[src/rtl/div_if.sv]
// div_if: request/result bundle between the execute stage and div_unit
interface div_if #(parameter int DATA_WIDTH = 32);
   logic                  start;
   logic                  is_signed;
   logic [DATA_WIDTH-1:0] A;
   logic [DATA_WIDTH-1:0] B;
   logic                  busy;
   logic                  done;
   logic [DATA_WIDTH-1:0] Quotient;
   logic [DATA_WIDTH-1:0] Remainder;
   logic                  DivZero;
   logic                  Overflow;
   logic                  Zero;
   modport master (
      output start, is_signed, A, B,
      input  busy, done, Quotient, Remainder, DivZero, Overflow, Zero
   );
   modport slave (
      input  start, is_signed, A, B,
      output busy, done, Quotient, Remainder, DivZero, Overflow, Zero
   );
endinterface

[src/rtl/div_unit.sv]
// div_unit: multi-cycle restoring integer divider, signed or unsigned, one quotient bit per cycle
module div_unit #(parameter int DATA_WIDTH = 32) (
   input logic  clk,
   input logic  rst,
   div_if.slave bus
);
   localparam int W = DATA_WIDTH;
   typedef enum logic [1:0] {IDLE, RUN, FINISH} state_t;
   state_t       state;
   logic [W-1:0] a_reg, b_reg, dvd, rem, bm, cnt;
   logic         sgn, qneg, rneg;
   logic         a_neg, b_neg, ovf;
   logic [W:0]   sh, trial;
   logic [W-1:0] q_fin, r_fin;
   assign a_neg = bus.is_signed & bus.A[W-1];
   assign b_neg = bus.is_signed & bus.B[W-1];
   assign sh    = {rem, dvd[W-1]};
   assign trial = sh - {1'b0, bm};
   assign q_fin = qneg ? -dvd : dvd;
   assign r_fin = rneg ? -rem : rem;
   assign ovf   = sgn && a_reg == {1'b1, {(W-1){1'b0}}} && b_reg == '1;
   // control FSM, iteration datapath and registered result outputs
   always_ff @(posedge clk or posedge rst) begin
      if (rst) begin
         state         <= IDLE;
         a_reg         <= '0;
         b_reg         <= '0;
         dvd           <= '0;
         rem           <= '0;
         bm            <= '0;
         cnt           <= '0;
         sgn           <= 1'b0;
         qneg          <= 1'b0;
         rneg          <= 1'b0;
         bus.busy      <= 1'b0;
         bus.done      <= 1'b0;
         bus.Quotient  <= '0;
         bus.Remainder <= '0;
         bus.DivZero   <= 1'b0;
         bus.Overflow  <= 1'b0;
         bus.Zero      <= 1'b1;
      end else begin
         case (state)
            IDLE: begin
               bus.done <= 1'b0;
               if (bus.start) begin
                  a_reg        <= bus.A;
                  b_reg        <= bus.B;
                  sgn          <= bus.is_signed;
                  qneg         <= a_neg ^ b_neg;
                  rneg         <= a_neg;
                  dvd          <= a_neg ? -bus.A : bus.A;
                  bm           <= b_neg ? -bus.B : bus.B;
                  rem          <= '0;
                  cnt          <= '0;
                  bus.busy     <= 1'b1;
                  bus.DivZero  <= 1'b0;
                  bus.Overflow <= 1'b0;
                  state        <= bus.B == '0 ? FINISH : RUN;
               end
            end
            RUN: begin
               dvd   <= {dvd[W-2:0], ~trial[W]};
               rem   <= trial[W] ? sh[W-1:0] : trial[W-1:0];
               cnt   <= cnt + 1'b1;
               state <= cnt == W'(W - 1) ? FINISH : RUN;
            end
            default: begin
               bus.Quotient  <= b_reg == '0 ? '1 : q_fin;
               bus.Remainder <= b_reg == '0 ? a_reg : r_fin;
               bus.Zero      <= b_reg != '0 && q_fin == '0;
               bus.DivZero   <= b_reg == '0;
               bus.Overflow  <= b_reg != '0 && ovf;
               bus.done      <= 1'b1;
               bus.busy      <= 1'b0;
               state         <= IDLE;
            end
         endcase
      end
   end
endmodule

[src/flat_wrapper.sv]
// flat-port wrapper written by rule: the top's interface ports become plain ports
module div_unit_flat 
#(parameter int DATA_WIDTH = 32)
  (clk, rst, bus_start, bus_is_signed, bus_A, bus_B, bus_busy, bus_done, bus_Quotient, bus_Remainder, bus_DivZero, bus_Overflow, bus_Zero);
  div_if #(.DATA_WIDTH(DATA_WIDTH)) bus_i ();
  input logic clk;
  input logic rst;
  input wire logic [$bits(bus_i.start)-1:0] bus_start;
  input wire logic [$bits(bus_i.is_signed)-1:0] bus_is_signed;
  input wire logic [$bits(bus_i.A)-1:0] bus_A;
  input wire logic [$bits(bus_i.B)-1:0] bus_B;
  output wire logic [$bits(bus_i.busy)-1:0] bus_busy;
  output wire logic [$bits(bus_i.done)-1:0] bus_done;
  output wire logic [$bits(bus_i.Quotient)-1:0] bus_Quotient;
  output wire logic [$bits(bus_i.Remainder)-1:0] bus_Remainder;
  output wire logic [$bits(bus_i.DivZero)-1:0] bus_DivZero;
  output wire logic [$bits(bus_i.Overflow)-1:0] bus_Overflow;
  output wire logic [$bits(bus_i.Zero)-1:0] bus_Zero;
  assign bus_i.start = bus_start;
  assign bus_i.is_signed = bus_is_signed;
  assign bus_i.A = bus_A;
  assign bus_i.B = bus_B;
  assign bus_busy = bus_i.busy;
  assign bus_done = bus_i.done;
  assign bus_Quotient = bus_i.Quotient;
  assign bus_Remainder = bus_i.Remainder;
  assign bus_DivZero = bus_i.DivZero;
  assign bus_Overflow = bus_i.Overflow;
  assign bus_Zero = bus_i.Zero;
  div_unit #(.DATA_WIDTH(DATA_WIDTH)) u_core (.clk(clk), .rst(rst), .bus(bus_i));
endmodule
[config.mk]
export PLATFORM = sky130hd
export DESIGN_NAME = div_unit_flat
export DESIGN_NICKNAME = d
export VERILOG_FILES = /design/src/rtl/div_if.sv /design/src/rtl/div_unit.sv /design/src/flat_wrapper.sv
export SDC_FILE = /design/constraint.sdc
export NUM_CORES = 1
export LEC_CHECK = 0
export BUFFER_PORTS_ARGS = -buffer_cell sky130_fd_sc_hd__buf_2
export CAP_MARGIN = 10
export CORE_MARGIN = 1
export CORE_UTILIZATION = 60
export CTS_CLUSTER_SIZE = 10
export DETAILED_ROUTE_END_ITERATION = 8
export GPL_TIMING_DRIVEN = 0
export PLACE_DENSITY = 0.8
export SLEW_MARGIN = 30
export SYNTH_ARGS = -nofsm -noshare
export SYNTH_HDL_FRONTEND = slang
export SYNTH_SLANG_ARGS = --single-unit
export TNS_END_PERCENT = 50
[constraint.sdc]
create_clock -name clk -period 12.1 [get_ports clk]
set_clock_uncertainty 0.1 [all_clocks]
set_input_delay 2.42 -clock clk [delete_from_list [all_inputs] [get_ports clk]]
set_output_delay 2.42 -clock clk [all_outputs]
set_load 0.02 [all_outputs]
# Word level (Yosys, flattened, before mapping)
# Index checks and enable logic that the tools add are counted.
[totals] regBits=266 latchBits=0 ramBits=0 romBits=0 in_bits=68 word_cells=69 n_memories=0
[classes] add_sub_neg=6 multipliers=0 div_mod_pow=0 n_lt_le_gt_ge=0 n_eq_ne=5 shifts=0 muxes=22 bitwise_logic=5 n_reduce_logical=14
[op_table] operator="2-to-1 mux 32 bit" count=9
[op_table] operator="one-hot mux 32 bit (2 select lines)" count=3
[op_table] operator="negation 32 bit" count=4
[op_table] operator="zero test 32 bit" count=3
[op_table] operator="equality test 32 bit, second input constant" count=2
[op_table] operator="subtractor 33 x 32 -> 33 bit" count=1
[op_table] operator="adder 32 x 1 -> 32 bit, second input constant" count=1
[op_table] operator="equality test 32 x 5 -> 1 bit, second input constant" count=1
[op_table] operator="nonzero test 32 bit" count=1
[op_table] operator="one-hot mux 1 bit (2 select lines)" count=4
[op_table] operator="2-to-1 mux 2 bit" count=3
[op_table] operator="AND reduction 2 bit" count=3
[op_table] operator="logical AND 1 bit" count=4
[op_table] operator="one-hot mux 2 bit (2 select lines)" count=1
[op_table] operator="AND 1 bit" count=2
[op_table] operator="equality test 2 x 1 -> 1 bit, second input constant" count=1
[op_table] operator="zero test 2 bit" count=1
[op_table] operator="2-to-1 mux 1 bit" count=2
[op_table] operator="!= test 2 bit, second input constant" count=1
[op_table] operator="NOT 1 bit" count=2
[op_table] operator="nonzero test 2 bit" count=1
[op_table] operator="OR reduction 2 bit" count=1
[op_table] operator="bitwise XOR 1 bit" count=1

# Longest topological paths before layout
# Gate-level depths: netlist of run 1.
[logic_depth] ltp_word=5 ltp_mapped=14

# Least setup slack after synthesis of run 1
# Ideal clock, no wire load.
[synth_path] path_type="input -> register" startpoint="input bus_A[1]" endpoint="register u_core.dvd[29]" setup_time_ns=0.082 arrival_time_ns=4.463 t_required_ns=11.918 path_slack_ns=7.456 stages=9 path_cell_list="or4_1 -> nor4_1 -> nand3_1 -> nor2b_1 -> nand3_1 -> o31ai_1 -> xnor2_1 -> nor2_1 -> a31oi_1"
[synth_via] elab_chain_len=4
[synth_lines] element="from (decl)" line="flat_wrapper.sv:10" text="input wire logic [$bits(bus_i.A)-1:0] bus_A;"
[synth_lines] element="negation 32 bit" line="div_unit.sv:52" text="dvd <= a_neg ? -bus.A : bus.A;"
[synth_lines] element="2-to-1 mux 32 bit" line="div_unit.sv:52"
[synth_lines] element="2-to-1 mux 32 bit" line="div_unit.sv:46" text="if (bus.start) begin"
[synth_lines] element="one-hot mux 32 bit (2 select lines)" line="div_unit.sv:43" text="case (state)"
[synth_lines] element="to (signal assigned)" line="div_unit.sv:52"
[synth_lines] element="to (signal assigned)" line="div_unit.sv:63" text="dvd <= {dvd[W-2:0], ~trial[W]};"
[synth_lines] element="to (decl)" line="div_unit.sv:10" text="logic [W-1:0] a_reg, b_reg, dvd, rem, bm, cnt;"
# Every way passes these cells. The select of a mux whose other input is x is not followed.
# A chain may end at the register's enable or synchronous reset.

# Worst setup path in the final report of run 1
[layout_path] startpoint="input bus_A[0]" endpoint="register u_core.dvd[29]"
# Same word-level chain as after synthesis.

==> results of run 1 <==
## layout by cell type, fill, tap and decap left out, types with 5 or more instances in the layout
cell       instances
a21oi_1           67
o221ai_1           8
and2_1             6
mux2_2            21
mux2i_1           48
o21ai_0          198
nand2_1          417
a21o_1            12
a32oi_1           10
nor3_1            27
or4_1             14
o41ai_1           12
xnor2_1           62
nand3_1           63
nor2_1           105
buf_2            143
o22a_1            10
xor2_1            81
clkbuf_8           6
and3_1             9
buf_1              8
nand2b_1          13
nor4_1            36
clkbuf_16         31
o31ai_1           36
a22oi_1            5
a31oi_1           19
dfrtp_1          264
ha_1              37
o211ai_1          11
inv_1             66
clkbuf_1          94
or3_1             12
nor2b_1           15
nand4_1           30
## path summary, 6_finish.rpt
kind / startpoint / to / slack (ns) / cells past startpoint
min in group asynchronous: rst / u_core.rem[18] / 1.77 / 2
min reg2reg: u_core.bm[3] / u_core.bm[3] / 0.37 / 2
max in group asynchronous: rst / u_core.cnt[22] / 9.03 / 4
min: u_core.bm[3] / u_core.bm[3] / 0.37 / 2
max: bus_A[0] / u_core.dvd[29] / 7.25 / 10
max reg2reg: u_core.dvd[31] / u_core.rem[12] / 7.86 / 14
## cell type report
| cell class | instances | share of cell area |
|---|---|---|
| multi-input cells | 1442 | 0.4752 |
| flip-flops and latches | 265 | 0.3703 |
| clock buffers | 40 | 0.04854 |
| repair buffers | 139 | 0.04261 |
| plain buffers | 108 | 0.02375 |
| well taps | 335 | 0.02340 |
| inverters | 68 | 0.01467 |
| clock inverters | 1 | 0.001118 |
| diodes | 3 | 0.0004191 |
## worst min-delay path, stage by stage (launching register included)
cell and delay [ns]:
dfrtp_1 0.33, nand2_1 0.05, o21ai_0 0.06
## stage by stage
stage	total power [W]	cell area (µm²)	instances	util	setup TNS, ns
floorplan	0.002845	15830	1883	-	0
global placement	0.003318	16930	2354	0.6514	-146.43
detailed placement	0.003384	17020	2357	0.6549	0
CTS	0.004248	17910	2398	0.6891	0
global route	0.004571	17910	2400	0.6893	0
finish	0.004299	17910	2401	0.6894	0
## layer usage
layer / up-vias / share of wire / track usage
met5: - / 0.00023 / 0
met4: 2 / 0.030 / 0.1097
met3: 102 / 0.10 / 0.07785
met2: 770 / 0.44 / 0.5451
met1: 7256 / 0.43 / 0.5225
li1: 6938 / - / -
## cell families after synthesis
group	after synthesis	synth area share
compound gates	423	0.1642
xor+xnor	143	0.07914
fa+ha+maj	38	0.03052
buf+inv	176	0.04301
flops	265	0.4191
mux	69	0.04530
simple gates	769	0.2188
## report_power, final
group | switching (W) | internal, W | total (W) | leakage [nW]
sequential | 0.000290 | 0.00115 | 0.00144 | 3.16
combinational | 0.00121 | 0.000795 | 0.00200 | 4.06
clock | 0.000363 | 0.000493 | 0.000856 | 0.439
total | 0.00186 | 0.00244 | 0.00430 | 7.66
==> flow_summary_export.csv, run 1 <==
group,metric,value,unit
clock_tree,clk_latency,0.58,ns
global_routing,grt_max_degree,76,
floorplanning,fp.dieH,164.4,µm
detailed_routing,final_antenna_net_count,0,
critical_path,cp_cell_sequence,"buf_2 > or4_1 > nor4_1 > nand3_1 > nor2b_1 > nand3_1 > o31ai_1 > xnor2_1 > nor2_1 > a31oi_1",
power_and_ir_drop,p_per_area,240.0,nW/µm²
sta,holdWs,0.3743,ns
job,maxCapViolations,0,
synth,synth_edf_count,0,
sta,setup_viol,0,
floorplanning,initial_core_util,0.6091,
clock_tree,cts_root_buf,"clkbuf_16",
critical_path,crit_type,"primary input to register",
sta,setup_ws,7.247,ns
placement,pre_cts_ws,6.803,ns
synth,synth_area_leaders,"dfrtp_1 42%, nand2_1 9.9%, o21ai_0 6.3%",
placement,gp_congestion,1.016,
synth,ys_types,75,
floorplanning,design.core.area,25980,µm²
synth,synth_top_area_share,0.4174,
critical_path,crit_slowest_cell,"nor4_1",
status,outcome,"completed",
critical_path,startpoint_type,"primary input",
sta,fin_crit,4.853,ns
synth,synth_most_common_cell,"nand2_1",
clock_tree,clkTransAtPathRegs,0.05,ns
detailed_routing,vias,15070,
synth,ys_seq_area_frac,0.4191,
sta,worst_pin_slew,0.9405,ns
clock_tree,ctsHtreeMaxLevel,1,
critical_path,arrival,5.25,ns
global_routing,grt_pass1_wl,75370,µm
critical_path,worstPathMaxFanout,4,
synth,syn_area_per_cell,8.405,µm²
synth,synth_top_flop_cell,"dfrtp_1",
power_and_ir_drop,ir_drop,0.0001253,V
synth,ys_ff_latch,265,
sta,fin_crit_sh,0.4011,
critical_path,critPathTopFamily,"simple AND/OR/NAND/NOR gates",
finish,final_nets,2161,
detailed_routing,routed_wl,48640,µm
finish,seq_area,6633,µm²
floorplanning,die-width,164.4,µm
detailed_routing,first_iter_violations,1481,
finish,final_layout_size_suffix_gt1_frac,0.1066,
sta,final-max-slew-violation-count,0,
critical_path,worstPathRequired,12.49,ns
detailed_routing,drt_first_pass_iters,8,
critical_path,endpoint_kind,"register",
sta,clock.fmax,206.1,MHz
global_routing,antenna_found_initial,3,
global_routing,grtUsageTotal,0.3619,
synth,yosysTopAreaCell,"dfrtp_1",
clock_tree,cts_buffers,31,
finish,n_fill_cell,2177,
synth,yosys_warnings,0,
detailed_routing,wl_per_cell,20.26,µm
global_routing,grt_overflow,0,
placement,dp_hpwl,36310,µm
global_routing,grt_pass1_vias,13770,
clock_tree,cts_hold_buf,0,
clock_tree,clock-sinks,265,
detailed_routing,via_per_inst,6.276,
floorplanning,die_area,27030,µm²
power_and_ir_drop,p_leak,7.663,nW
critical_path,worst-path-buf-inv,1,
synth,synthTopCellsByCount,"417 x nand2_1, 264 x dfrtp_1, 198 x o21ai_0, 105 x nor2_1, 91 x clkbuf_1",
placement,port_buffers,136,
floorplanning,rows,59,
finish,multi_input_area,8513,µm²
critical_path,max_stage_delay,0.61,ns
sta,grt_setup_unrepaired,"no",
critical_path,cpMostUsedCell,"nand3_1",
detailed_routing,drc,0,
synth,async_reset_ff_frac,1.000,
synth,syn-cell-area,15830,µm²
clock_tree,post-cts-setup-buffer-count,0,
hold_path,min_path_type,"register to register",
floorplanning,io_pins,137,
synth,syn_inst,1883,
sta,slew_headroom,0.3730,
synth,synth_fp_nets,1989,
finish,syn2layout_area_growth,13.19,%
clock_tree,ctsResizeCount,0,
clock_tree,cts_max_path_buffers,3,
sta,finalHoldViolations,0,
clock_tree,tritoncts,"yes",
Note: power is estimated with default switching activity, not from simulation.
==> run 2: changes to the inputs <==
Settings changed: CORE_UTILIZATION 60 to 55, PLACE_DENSITY 0.8 to 0.77.
Clock period 12.1 ns to 4.31 ns, I/O delays scaled along.
==> run 2 against run 1 <==
Global-route usage fell by 3.0 points. Sequential power rose to 2.8 times the previous value. Cell count rose by 2.1%. Critical path type is now register to register. Highest routed layer unchanged.
==> flow_summary_export.csv, run 2 (synthesized netlist as in run 1, its figures left out) <==
group,metric,value,unit
placement,gp_congestion,0.9510,
critical_path,startpoint_type,"register",
sta,clock.fmax,242.1,MHz
sta,setup_viol,0,
floorplanning,design.core.area,28010,µm²
sta,fin_crit,4.131,ns
sta,fin_crit_sh,0.9586,
sta,final-max-slew-violation-count,0,
clock_tree,cts_hold_buf,0,
global_routing,grt_pass1_wl,75290,µm
global_routing,grt_pass1_vias,13980,
clock_tree,cts_buffers,31,
detailed_routing,via_per_inst,6.130,
clock_tree,cts_root_buf,"clkbuf_16",
critical_path,crit_type,"register to register",
sta,finalHoldViolations,0,
finish,layout_common_cells,"417 x nand2_1, 264 x dfrtp_1, 198 x o21ai_0",
floorplanning,die_area,29460,µm²
power_and_ir_drop,p_leak,7.711,nW
finish,final_nets,2168,
placement,dp_hpwl,37010,µm
clock_tree,clkTransAtPathRegs,0.06,ns
finish,utilization,0.6457,
job,maxCapViolations,0,
clock_tree,ctsHtreeMaxLevel,1,
finish,final_layout_size_suffix_gt1_frac,0.1091,
global_routing,antenna_found_initial,4,
clock_tree,tritoncts,"yes",
global_routing,grt_overflow,0,
power_and_ir_drop,p_per_area,670.5,nW/µm²
clock_tree,clock-sinks,265,
clock_tree,clk_latency,0.58,ns
floorplanning,initial_core_util,0.5650,
floorplanning,io_pins,137,
critical_path,endpoint_kind,"register",
detailed_routing,wl_per_cell,19.69,µm
global_routing,grtUsageTotal,0.3315,
critical_path,arrival,4.46,ns
status,outcome,"completed",
detailed_routing,drt_first_pass_iters,8,
sta,worst_pin_slew,0.9277,ns
critical_path,worstPathRequired,4.64,ns
placement,place_inst,2407,
power_and_ir_drop,ir_drop,0.0003762,V
critical_path,worstPathMaxFanout,10,
hold_path,min_path_type,"primary input to async pin",
sta,grt_setup_unrepaired,"no",
finish,syn2layout_area_growth,14.29,%
finish,layout_commonest_cell,"nand2_1",
detailed_routing,final_antenna_net_count,0,
detailed_routing,drc,0,
sta,fin_tns_setup,0,ns
finish,finalNonFillerCells,2451,
detailed_routing,first_iter_violations,1920,
detailed_routing,routed_wl,48270,µm
floorplanning,rows,61,
detailed_routing,vias,15020,
sta,slew_headroom,0.3816,
sta,holdWs,0.2298,ns
floorplanning,fp.dieH,171.6,µm
global_routing,grt_max_degree,30,
floorplanning,die-width,171.6,µm
placement,port_buffers,136,
power_and_ir_drop,total_power,0.01213,W
clock_tree,cts_max_path_buffers,3,
==> run 2: cell count changes in the layout (fill, tap and decap cells not counted), moves of 2 or more <==
cell      change
diode_2       -2
clkbuf_8      -2
buf_12        +8
clkbuf_1      +4
==> run 2: what timing repair did <==
action	CTS	global route
endpoints found under the setup margin	0	20
gates resized for setup	0	2
setup buffers	0	0
==> run 2: final cells by class <==
| class | count | area, µm² |
|---|---|---|
| sequential | 265 | 6633 |
| inverter | 68 | 259.0 |
| tap | 378 | 473.0 |
| fill | 2415 | 9923 |
| timing repair buffer | 146 | 895.9 |
| clock buffer | 42 | 857.1 |
| buffer | 108 | 427.9 |
| multi-input combinational | 1442 | 8519 |
| clock inverter | 1 | 20.02 |
| antenna | 1 | 2.502 |
==> run 2: final timing paths <==
| check | from | endpoint | depth (start not counted) | slack [ns] |
|---|---|---|---|---|
| min in group clk | u_core.bm[6] | u_core.bm[6] | 2 | 0.38 |
| min reg2reg | u_core.bm[6] | u_core.bm[6] | 2 | 0.38 |
| max reg2reg | u_core.dvd[31] | u_core.rem[12] | 14 | 0.18 |
| max in group asynchronous | rst | u_core.cnt[21] | 7 | 2.54 |
| max | u_core.dvd[31] | u_core.rem[12] | 14 | 0.18 |
| min | rst | u_core.bus.Remainder[13] | 2 | 0.23 |
==> run 2: per-layer routing <==
metal	share of wire	wire length, µm	track usage
met5	0.00073	35	0
met4	0.038	1825	0.1153
met3	0.099	4771	0.07823
met2	0.43	20860	0.5070
met1	0.43	20780	0.4590
==> run 2: per-stage QoR <==
step                      cell area (µm²)  worst slack, ns
after floorplan                     15830          -0.1487
after global placement              16980           -1.700
after detailed placement            17200          0.05857
after CTS                           18080          0.04124
after global routing                18090          0.03211
final                               18090           0.1786
==> run 2: critical path: stages (launching register included) <==
cell and delay, ns:
dfrtp_1 0.36, inv_1 0.14, ha_1 0.29, fa_1 0.41, nand2b_1 0.18, a21oi_1 0.22, o21ai_0 0.19, a21oi_1 0.32
a2bb2oi_2 0.28, o21ai_0 0.11, a311oi_1 0.32, buf_2 0.34, buf_2 0.36, mux2i_1 0.26, o21ai_0 0.11
==> run 2: report_power, final <==
| part | switching, W | internal (W) | leakage, nW |
|---|---|---|---|
| combinational | 0.00345 | 0.00226 | 4.12 |
| sequential | 0.000814 | 0.00323 | 3.16 |
| clock | 0.00102 | 0.00136 | 0.429 |
| total | 0.00528 | 0.00684 | 7.71 |
